### config.mk
export PLATFORM = sky130hd
export DESIGN_NAME = sort_zone_sched_flat
export DESIGN_NICKNAME = d
export VERILOG_FILES = /design/src/rtl/sort_pkg.sv /design/src/rtl/sort_zone_sched_if.sv /design/src/rtl/sort_tag_pipe.sv /design/src/rtl/sort_zone_sched.sv /design/src/flat_wrapper.sv
export SDC_FILE = /design/constraint.sdc
export NUM_CORES = 1
export LEC_CHECK = 0
export BUFFER_PORTS_ARGS = -buffer_cell sky130_fd_sc_hd__buf_2
export CELL_PAD_IN_SITES_DETAIL_PLACEMENT = 1
export CELL_PAD_IN_SITES_GLOBAL_PLACEMENT = 2
export CORE_MARGIN = 1
export CORE_UTILIZATION = 35
export CTS_BUF_LIST = sky130_fd_sc_hd__clkbuf_4 sky130_fd_sc_hd__clkbuf_8 sky130_fd_sc_hd__clkbuf_16
export DETAILED_ROUTE_END_ITERATION = 16
export GPL_ROUTABILITY_DRIVEN = 0
export PLACE_DENSITY_LB_ADDON = 0.08
export REMOVE_ABC_BUFFERS = 1
export SLEW_MARGIN = 10
export SYNTH_ARGS = -nofsm -noshare
export SYNTH_HDL_FRONTEND = slang
export SYNTH_SLANG_ARGS = --single-unit
### constraint.sdc
create_clock -name clk -period 2 [get_ports clk]
set_clock_uncertainty 0.15 [all_clocks]
set_input_delay 0.2 -clock clk [delete_from_list [all_inputs] [get_ports clk]]
set_output_delay 0.2 -clock clk [all_outputs]
set_load 0.02 [all_outputs]
### src/rtl/sort_pkg.sv
// Shared definitions for the best-3 zone sorter and its zone scheduler.
package sort_pkg;
    localparam int SORT_BWR  = 6;
    localparam int SORT_BPOW = 6;

    typedef logic [SORT_BWR-1:0] rank_t;
    typedef logic [SORT_BPOW:0]  winidx_t;

    typedef enum logic [1:0] {IDLE, ISSUE, DRAIN} state_t;
endpackage

### src/rtl/sort_zone_sched_if.sv
// Job, sorter-mux and publish signals between the scheduler and its neighbours.
interface sort_zone_sched_if #(
    parameter int ZONES = 4,
    parameter int BWR   = 6,
    parameter int BPOW  = 6
);
    import sort_pkg::*;
    localparam int ZW = $clog2(ZONES);

    logic                              start;
    logic                              busy;
    logic                              overrun;
    logic [ZW-1:0]                     zone_sel;
    logic                              issue_vld;
    logic [2:0][BWR-1:0]               srt_q;
    logic [2:0][BPOW:0]                srt_num;
    logic [ZONES-1:0][2:0][BWR-1:0]    ph_q;
    logic [ZONES-1:0][2:0][BPOW:0]     ph_num;
    logic                              done;

    modport slave (
        input  start, srt_q, srt_num,
        output busy, overrun, zone_sel, issue_vld, ph_q, ph_num, done
    );
    modport master (
        output start, srt_q, srt_num,
        input  busy, overrun, zone_sel, issue_vld, ph_q, ph_num, done
    );
endinterface

### src/rtl/sort_tag_pipe.sv
// Delay line of {valid, zone} tags matching the shared sorter latency.
module sort_tag_pipe
    import sort_pkg::*;
#(
    parameter int DEPTH = 3,
    parameter int ZW    = 2
) (
    input  logic          clk,
    input  logic          rst,
    input  logic          in_vld,
    input  logic [ZW-1:0] in_zone,
    output logic          out_vld,
    output logic [ZW-1:0] out_zone
);
    logic [DEPTH-1:0]         vld_pipe;
    logic [DEPTH-1:0][ZW-1:0] zone_pipe;

    generate
        if (DEPTH == 1) begin : g_one
            always_ff @(posedge clk) begin
                if (rst) begin
                    vld_pipe  <= '0;
                    zone_pipe <= '0;
                end else begin
                    vld_pipe  <= in_vld;
                    zone_pipe <= in_zone;
                end
            end
        end else begin : g_shift
            always_ff @(posedge clk) begin
                if (rst) begin
                    vld_pipe  <= '0;
                    zone_pipe <= '0;
                end else begin
                    vld_pipe  <= {vld_pipe[DEPTH-2:0], in_vld};
                    zone_pipe <= {zone_pipe[DEPTH-2:0], in_zone};
                end
            end
        end
    endgenerate

    assign out_vld  = vld_pipe[DEPTH-1];
    assign out_zone = zone_pipe[DEPTH-1];
endmodule

### src/rtl/sort_zone_sched.sv
// Sequences the zones of a sector through one shared best-3 sorter and
// publishes all zone winners together with a single done pulse.
module sort_zone_sched
    import sort_pkg::*;
#(
    parameter int ZONES    = 4,
    parameter int SORT_LAT = 3,
    parameter int BWR      = SORT_BWR,
    parameter int BPOW     = SORT_BPOW
) (
    input logic             clk,
    input logic             rst,
    sort_zone_sched_if.slave bus
);
    localparam int            ZW   = $clog2(ZONES);
    localparam logic [ZW-1:0] LAST = ZW'(ZONES - 1);

    state_t                         state;
    logic                           tag_vld;
    logic [ZW-1:0]                  tag_zone;
    logic                           accept;
    logic                           last_cap;
    logic [ZONES-1:0][2:0][BWR-1:0] stg_q;
    logic [ZONES-1:0][2:0][BPOW:0]  stg_num;

    // The done cycle is already IDLE, so back-to-back starts need no special case.
    assign accept   = bus.start && (state == IDLE);
    assign last_cap = tag_vld && (tag_zone == LAST);

    sort_tag_pipe #(.DEPTH(SORT_LAT), .ZW(ZW)) u_tag (
        .clk      (clk),
        .rst      (rst),
        .in_vld   (bus.issue_vld),
        .in_zone  (bus.zone_sel),
        .out_vld  (tag_vld),
        .out_zone (tag_zone)
    );

    always_ff @(posedge clk) begin
        if (rst) begin
            state         <= IDLE;
            bus.busy      <= 1'b0;
            bus.overrun   <= 1'b0;
            bus.issue_vld <= 1'b0;
            bus.zone_sel  <= '0;
            bus.done      <= 1'b0;
            bus.ph_q      <= '0;
            bus.ph_num    <= '0;
            stg_q         <= '0;
            stg_num       <= '0;
        end else begin
            bus.done <= last_cap;
            if (bus.start && !accept)
                bus.overrun <= 1'b1;

            if (accept)
                bus.busy <= 1'b1;
            else if (bus.done)
                bus.busy <= 1'b0;

            if (tag_vld) begin
                stg_q[tag_zone]   <= bus.srt_q;
                stg_num[tag_zone] <= bus.srt_num;
            end

            // Last zone's result bypasses staging so publish lands one cycle after capture.
            if (last_cap) begin
                for (int z = 0; z < ZONES; z++) begin
                    bus.ph_q[z]   <= (z == ZONES - 1) ? bus.srt_q   : stg_q[z];
                    bus.ph_num[z] <= (z == ZONES - 1) ? bus.srt_num : stg_num[z];
                end
            end

            case (state)
                IDLE: begin
                    if (accept) begin
                        state         <= ISSUE;
                        bus.issue_vld <= 1'b1;
                        bus.zone_sel  <= '0;
                    end
                end
                ISSUE: begin
                    if (bus.zone_sel == LAST) begin
                        state         <= DRAIN;
                        bus.issue_vld <= 1'b0;
                        bus.zone_sel  <= '0;
                    end else begin
                        bus.zone_sel <= bus.zone_sel + ZW'(1);
                    end
                end
                DRAIN: begin
                    if (last_cap)
                        state <= IDLE;
                end
                default: state <= IDLE;
            endcase
        end
    end
endmodule

### src/flat_wrapper.sv
// flat-port wrapper written by rule: the top's interface ports become plain ports
module sort_zone_sched_flat import sort_pkg::*;
#(
    parameter int ZONES    = 4,
    parameter int SORT_LAT = 3,
    parameter int BWR      = SORT_BWR,
    parameter int BPOW     = SORT_BPOW
)
  (clk, rst, bus_start, bus_srt_q, bus_srt_num, bus_busy, bus_overrun, bus_zone_sel, bus_issue_vld, bus_ph_q, bus_ph_num, bus_done);
  sort_zone_sched_if #(.ZONES(ZONES), .BWR(BWR), .BPOW(BPOW)) bus_i ();
  input logic clk;
  input logic rst;
  input wire logic [$bits(bus_i.start)-1:0] bus_start;
  input wire logic [$bits(bus_i.srt_q)-1:0] bus_srt_q;
  input wire logic [$bits(bus_i.srt_num)-1:0] bus_srt_num;
  output wire logic [$bits(bus_i.busy)-1:0] bus_busy;
  output wire logic [$bits(bus_i.overrun)-1:0] bus_overrun;
  output wire logic [$bits(bus_i.zone_sel)-1:0] bus_zone_sel;
  output wire logic [$bits(bus_i.issue_vld)-1:0] bus_issue_vld;
  output wire logic [$bits(bus_i.ph_q)-1:0] bus_ph_q;
  output wire logic [$bits(bus_i.ph_num)-1:0] bus_ph_num;
  output wire logic [$bits(bus_i.done)-1:0] bus_done;
  assign bus_i.start = bus_start;
  assign bus_i.srt_q = bus_srt_q;
  assign bus_i.srt_num = bus_srt_num;
  assign bus_busy = bus_i.busy;
  assign bus_overrun = bus_i.overrun;
  assign bus_zone_sel = bus_i.zone_sel;
  assign bus_issue_vld = bus_i.issue_vld;
  assign bus_ph_q = bus_i.ph_q;
  assign bus_ph_num = bus_i.ph_num;
  assign bus_done = bus_i.done;
  sort_zone_sched #(.ZONES(ZONES), .SORT_LAT(SORT_LAT), .BWR(BWR), .BPOW(BPOW)) u_core (.clk(clk), .rst(rst), .bus(bus_i));
endmodule
# [Word-level counts from Yosys, hierarchy flattened]
# Cells that the tools add are included.
[totals] register_bits=329 inputBits=42 output_inout_bits=162
[classes] addsub=1 order_cmp=2 eq_ne=7 mux=18 n_reduce_logical=11
[ops] operator="84-bit bitwise mux" n=1
[ops] operator="72-bit bitwise mux" n=1
[ops] operator="21-bit demux with 2-bit select" n=1
[ops] operator="18-bit demux with 2-bit select" n=1
[ops] operator="21-bit two-way mux" n=1
[ops] operator="18-bit two-way mux" n=1
[ops] operator="2-bit two-way mux" n=5
[ops] operator="2-bit == test (second input constant)" n=3
[ops] operator="2-bit by 1-bit inequality test with 1-bit output (second input constant)" n=3
[ops] operator="2-bit one-hot mux with 3 select lines" n=1
[ops] operator="3-bit AND reduction" n=2
[ops] operator="1-bit logical AND" n=4
[ops] operator="1-bit two-way mux" n=4
[ops] operator="2-bit one-hot mux with 2 select lines" n=1
[ops] operator="2-bit nonzero test" n=2
[ops] operator="2-bit by 3-bit < comparator with 1-bit output (second input constant)" n=1
[ops] operator="2-bit by 1-bit adder with 2-bit output (second input constant)" n=1
[ops] operator="2-bit by 1-bit == test with 1-bit output (second input constant)" n=1
[ops] operator="2-bit by 1-bit greater-or-equal comparator with 1-bit output (second input constant)" n=1
[ops] operator="2-bit zero test" n=1
[ops] operator="1-bit one-hot mux with 2 select lines" n=1
[ops] operator="2-bit AND reduction" n=1
[ops] operator="1-bit zero test" n=1

# [Logic depth before layout (Yosys ltp)]
[depth] word_depth=5 ltp_mapped=5 depth_no_buf=3

# [By module]
# A second synthesis with hierarchy kept.
[unflattened] hier_cells=989 area_unflattened_um2=11175.7
[by_module_without_submodules] mod="sort_zone_sched" n_inst=1 cells_each=969 area_each_um2=10924.2
[by_module_without_submodules] mod="sort_tag_pipe" n_inst=1 cells_each=20 area_each_um2=251.5

# [Least setup slack after synthesis]
# No wires, ideal clock.
[synth_path] path_type="register to register" from="reg u_core.bus.zone_sel[0]" to="reg u_core.bus.zone_sel[0]" arrival_ns=1.326 required_ns=1.774 setup_slack_ns=0.448 path_stages_with_launch=4 n_path_buf=0 period_less_slack_ns=1.552 path_cell_list="dfxtp_1 -> ha_1 -> or4b_2 -> o22ai_1"
[synth_between] elab_chain_len=3
[synth_lines] item="start: declaration" line_no="sort_zone_sched_if.sv:23" source="output busy, overrun, zone_sel, issue_vld, ph_q, ph_num, done"
[synth_lines] item="start signal: assignment" line_no="sort_zone_sched.sv:88" source="bus.zone_sel <= bus.zone_sel + ZW'(1);"
[synth_lines] item="2-bit by 1-bit adder with 2-bit output or 2-bit == test (tied branches)" line_no="sort_zone_sched.sv:88, sort_zone_sched.sv:83"
[synth_lines] item="2-bit two-way mux *" line_no="sort_zone_sched.sv:83" source="if (bus.zone_sel == LAST) begin"
[synth_lines] item="2-bit one-hot mux with 2 select lines *" line_no="sort_zone_sched.sv:74" source="case (state)"
# Mark *: on every way between the ends. The rest lies on a longest branch, timed or not.
# A chain may end at the register's enable or synchronous reset.

# [Worst setup path in the final report]
[layout_path] from="reg u_core.u_tag.zone_pipe, in the netlist u_core.u_tag.out_zone[1]" to="reg u_core.stg_num[15] (netlist name)"
[layout_between] elab_chain_len=5
[layout_lines] item="start: declaration" line_no="sort_tag_pipe.sv:16" source="logic [DEPTH-1:0][ZW-1:0] zone_pipe;"
[layout_lines] item="start signal: assignment" line_no="sort_tag_pipe.sv:36" source="zone_pipe <= {zone_pipe[DEPTH-2:0], in_zone};"
[layout_lines] item="2-bit by 3-bit < comparator with 1-bit output (not written as such) or 2-bit by 1-bit greater-or-equal comparator with 1-bit output (tied branches)" line_no="sort_zone_sched.sv:63" source="stg_num[tag_zone] <= bus.srt_num;"
[layout_lines] item="1-bit logical AND (not written as such)" line_no="sort_zone_sched.sv:63"
[layout_lines] item="21-bit two-way mux (not written as such)" line_no="sort_zone_sched.sv:63"
[layout_lines] item="21-bit demux with 2-bit select *"
[layout_lines] item="84-bit bitwise mux *" line_no="sort_zone_sched.sv:63"
[layout_lines] item="end signal: indexed assignment" line_no="sort_zone_sched.sv:63"
[layout_lines] item="end: declaration" line_no="sort_zone_sched.sv:24" source="logic [ZONES-1:0][2:0][BPOW:0] stg_num;"
# Marked as above.

==> metrics.cfg <==
[timing]
slew_viol_final = 0
max_slew.worst_pin.slew_ps = 544.3
setup_viol = 0
setup_tns_ps = 0
rsz0062_at_grt = false
timing.final.crit_share_pct = 86.60
holdWs_ps = 161.9
relSlewSlack_pct = 63.71
fmax_mhz = 577.3
layout_min_cycle_time_ps = 1732
hold_violations = 0

[worst_setup_path]
cp_max_fo = 18
critPathKind = flip-flop to flip-flop
worstPathRequired_ps = 2260
startpoint_type = flip-flop
r2r_cells = 3
crit_path_end_kind = flip-flop
cp.arrival_ps = 1990

[status]
outcome = finished clean

[die]
die_area_um2 = 32560
start_util_pct = 35.97
boundaryPins = 204
dieHeight_um = 180.5
coreArea_um2 = 30990
rows = 64
die_x_um = 180.5

[drt]
wl_per_cell_um = 15.92
wl_met3_um = 1452
vias_per_cell = 4.596
detail_route.iter0.violations = 136
wl_met1_um = 11870
finalWirelength_um = 26130
drc_errors = 0
ant_nets = 0
vias = 7547
routed.top_layer = met4
drt-pass1-iter-count = 4
wl_met2_um = 12390

[logic_synthesis]
synth-edff-count = 0
yosysUniqueCellTypes = 31
yosys.area.top_type_share_pct = 52.09
yosys-top-cells-area = dfxtp_1, mux2i_1, nand2b_1
synth_ff_type = dfxtp_1
ys_seq_elements = 290
synth.most_common_cell = nand2b_1
ys_top_cells_by_count = nand2b_1, dfxtp_1, mux2i_1, clkbuf_1, buf_2
synth_seq_area_share_pct = 52.09
syn_area_um2 = 11150
syn_inst = 988
synthArstFlopShare_pct = 0
syn_area_per_cell_um2 = 11.28
yosysWarningCount = 0
yosysTopAreaCell = dfxtp_1

[cts]
cts_tree = done
cts-root-buf = clkbuf_16
numCtsBuffers = 34
insertion_delay_ps = 500
cts_buffer_depth = 3
ctsResizeCount = 0
cts_hold_buf = 40
htree_levels = 2
postCtsSetupBuffers = 0
clk_pin_slew_ps = 60
cts_sinks = 290

[global_route]
grt_first_pass_wirelength_um = 42660
grt.overflow.total = 0
track_usage_pct = 16.18
grt_max_degree = 75
antenna_found_initial = 0
grt_pass1_vias = 7903

[layout]
fin_nets = 1269
area_growth_pct = 27.32
diodes = 0
layout-drive-gt1-share_pct = 23.84
final_util_pct = 45.79
register_area_um2 = 5806
n_fill_cell = 3364
multi_input_area_um2 = 4979

[min_path]
min_path_cells = 3
hold_class = input port to flip-flop

[pwr]
p_per_area_nw_per_um2 = 868.9
p_leak_nw = 7.053
vdd_drop_max_mv = 0.5129

[flow_run]
maxCapViolations = 0

[placed_design]
io_buffers = 203
dpl.hpwl_um = 17280

==> layer usage <==
layer / track usage (%) / vias to the layer above
met2: 27.63 / 147
met5: 0 / -
met4: 4.274 / 0
met3: 4.103 / 41
met1: 20.18 / 3601
li1: - / 3758
==> layout by cell type, fill, tap and decap left out, types with 5 or more instances in the layout <==
cell type / synthesis / routed
dlygate4sd3_1: 0 / 40
dfxtp_1: 290 / 290
buf_2: 21 / 202
clkbuf_8: 0 / 8
buf_4: 8 / 18
nor2b_1: 7 / 7
inv_1: 5 / 5
clkbuf_16: 0 / 37
clkbuf_4: 0 / 8
buf_12: 0 / 11
mux2i_1: 273 / 273
nand2b_1: 318 / 318
==> critical path: stages (launching register included) <==
cell     delay (ps)
dfxtp_1         390
or3b_2          670
buf_12          240
mux2i_1         190
==> power by group <==
| part | switching [mW] | internal, mW |
|---|---|---|
| sequential | 0.0146 | 5.80 |
| clock | 2.31 | 3.75 |
| combinational | 0.202 | 0.247 |
| total | 2.53 | 9.80 |
==> per-stage QoR <==
| step | instances | worst slack (ps) | cell area (µm²) | total power [mW] |
|---|---|---|---|---|
| after detailed placement | 1546 | 263.2 | 12680 | 6.345 |
| after global routing | 1642 | 183.8 | 14190 | 12.81 |
| after CTS | 1642 | 249.9 | 14190 | 12.57 |
| after global placement | 1546 | 329.2 | 12680 | 6.344 |
| final | 1642 | 267.9 | 14190 | 12.33 |
| after floorplan | 918 | -4018 | 10790 | 6.133 |
==> final cells by class <==
cell class              count  share of cell area [%]
flip-flops and latches    290                   40.91
multi-input cells         623                   35.08
repair buffers            272                   12.53
clock buffers              53                   7.724
well taps                 396                   3.491
clock inverters             3                  0.1323
inverters                   5                  0.1323
==> logic make-up after synthesis <==
logic type,count (synthesis),share of synthesized area (%)
and+or+nand+nor,340,19.33
muxes,273,24.52
AOI/OAI and AO/OA,9,0.5502
DFF,290,52.09
adders and majority gates,1,0.1122
buffers and inverters,75,3.401
==> final timing paths <==
check                                              end                            startpoint  slack (ps)
setup / recovery       u_core.stg_num[15]$_SDFFE_PP0P_   u_core.u_tag.out_zone[1]$_SDFF_PP0_         270
hold / removal      u_core.bus.ph_num[77]$_SDFFE_PP0P_                                   rst         160
setup reg to reg       u_core.stg_num[15]$_SDFFE_PP0P_   u_core.u_tag.out_zone[1]$_SDFF_PP0_         270
hold reg to reg   u_core.u_tag.zone_pipe[2]$_SDFF_PP0_  u_core.u_tag.zone_pipe[0]$_SDFF_PP0_         300
==> state kept, by name, indices dropped and copies added (netlist names) <==
signal	flops
u_core.bus.ph_num	84
u_core.bus.ph_q	72
u_core.stg_num	63
u_core.stg_q	54
u_core.u_tag.zone_pipe	4
u_core.u_tag.vld_pipe	3
u_core.bus.zone_sel	2
u_core.state	2
u_core.u_tag.out_zone	2
u_core.bus.busy	1
u_core.bus.done	1
u_core.bus.issue_vld	1
u_core.bus.overrun	1
No activity file was read; power rests on OpenSTA's default activity.
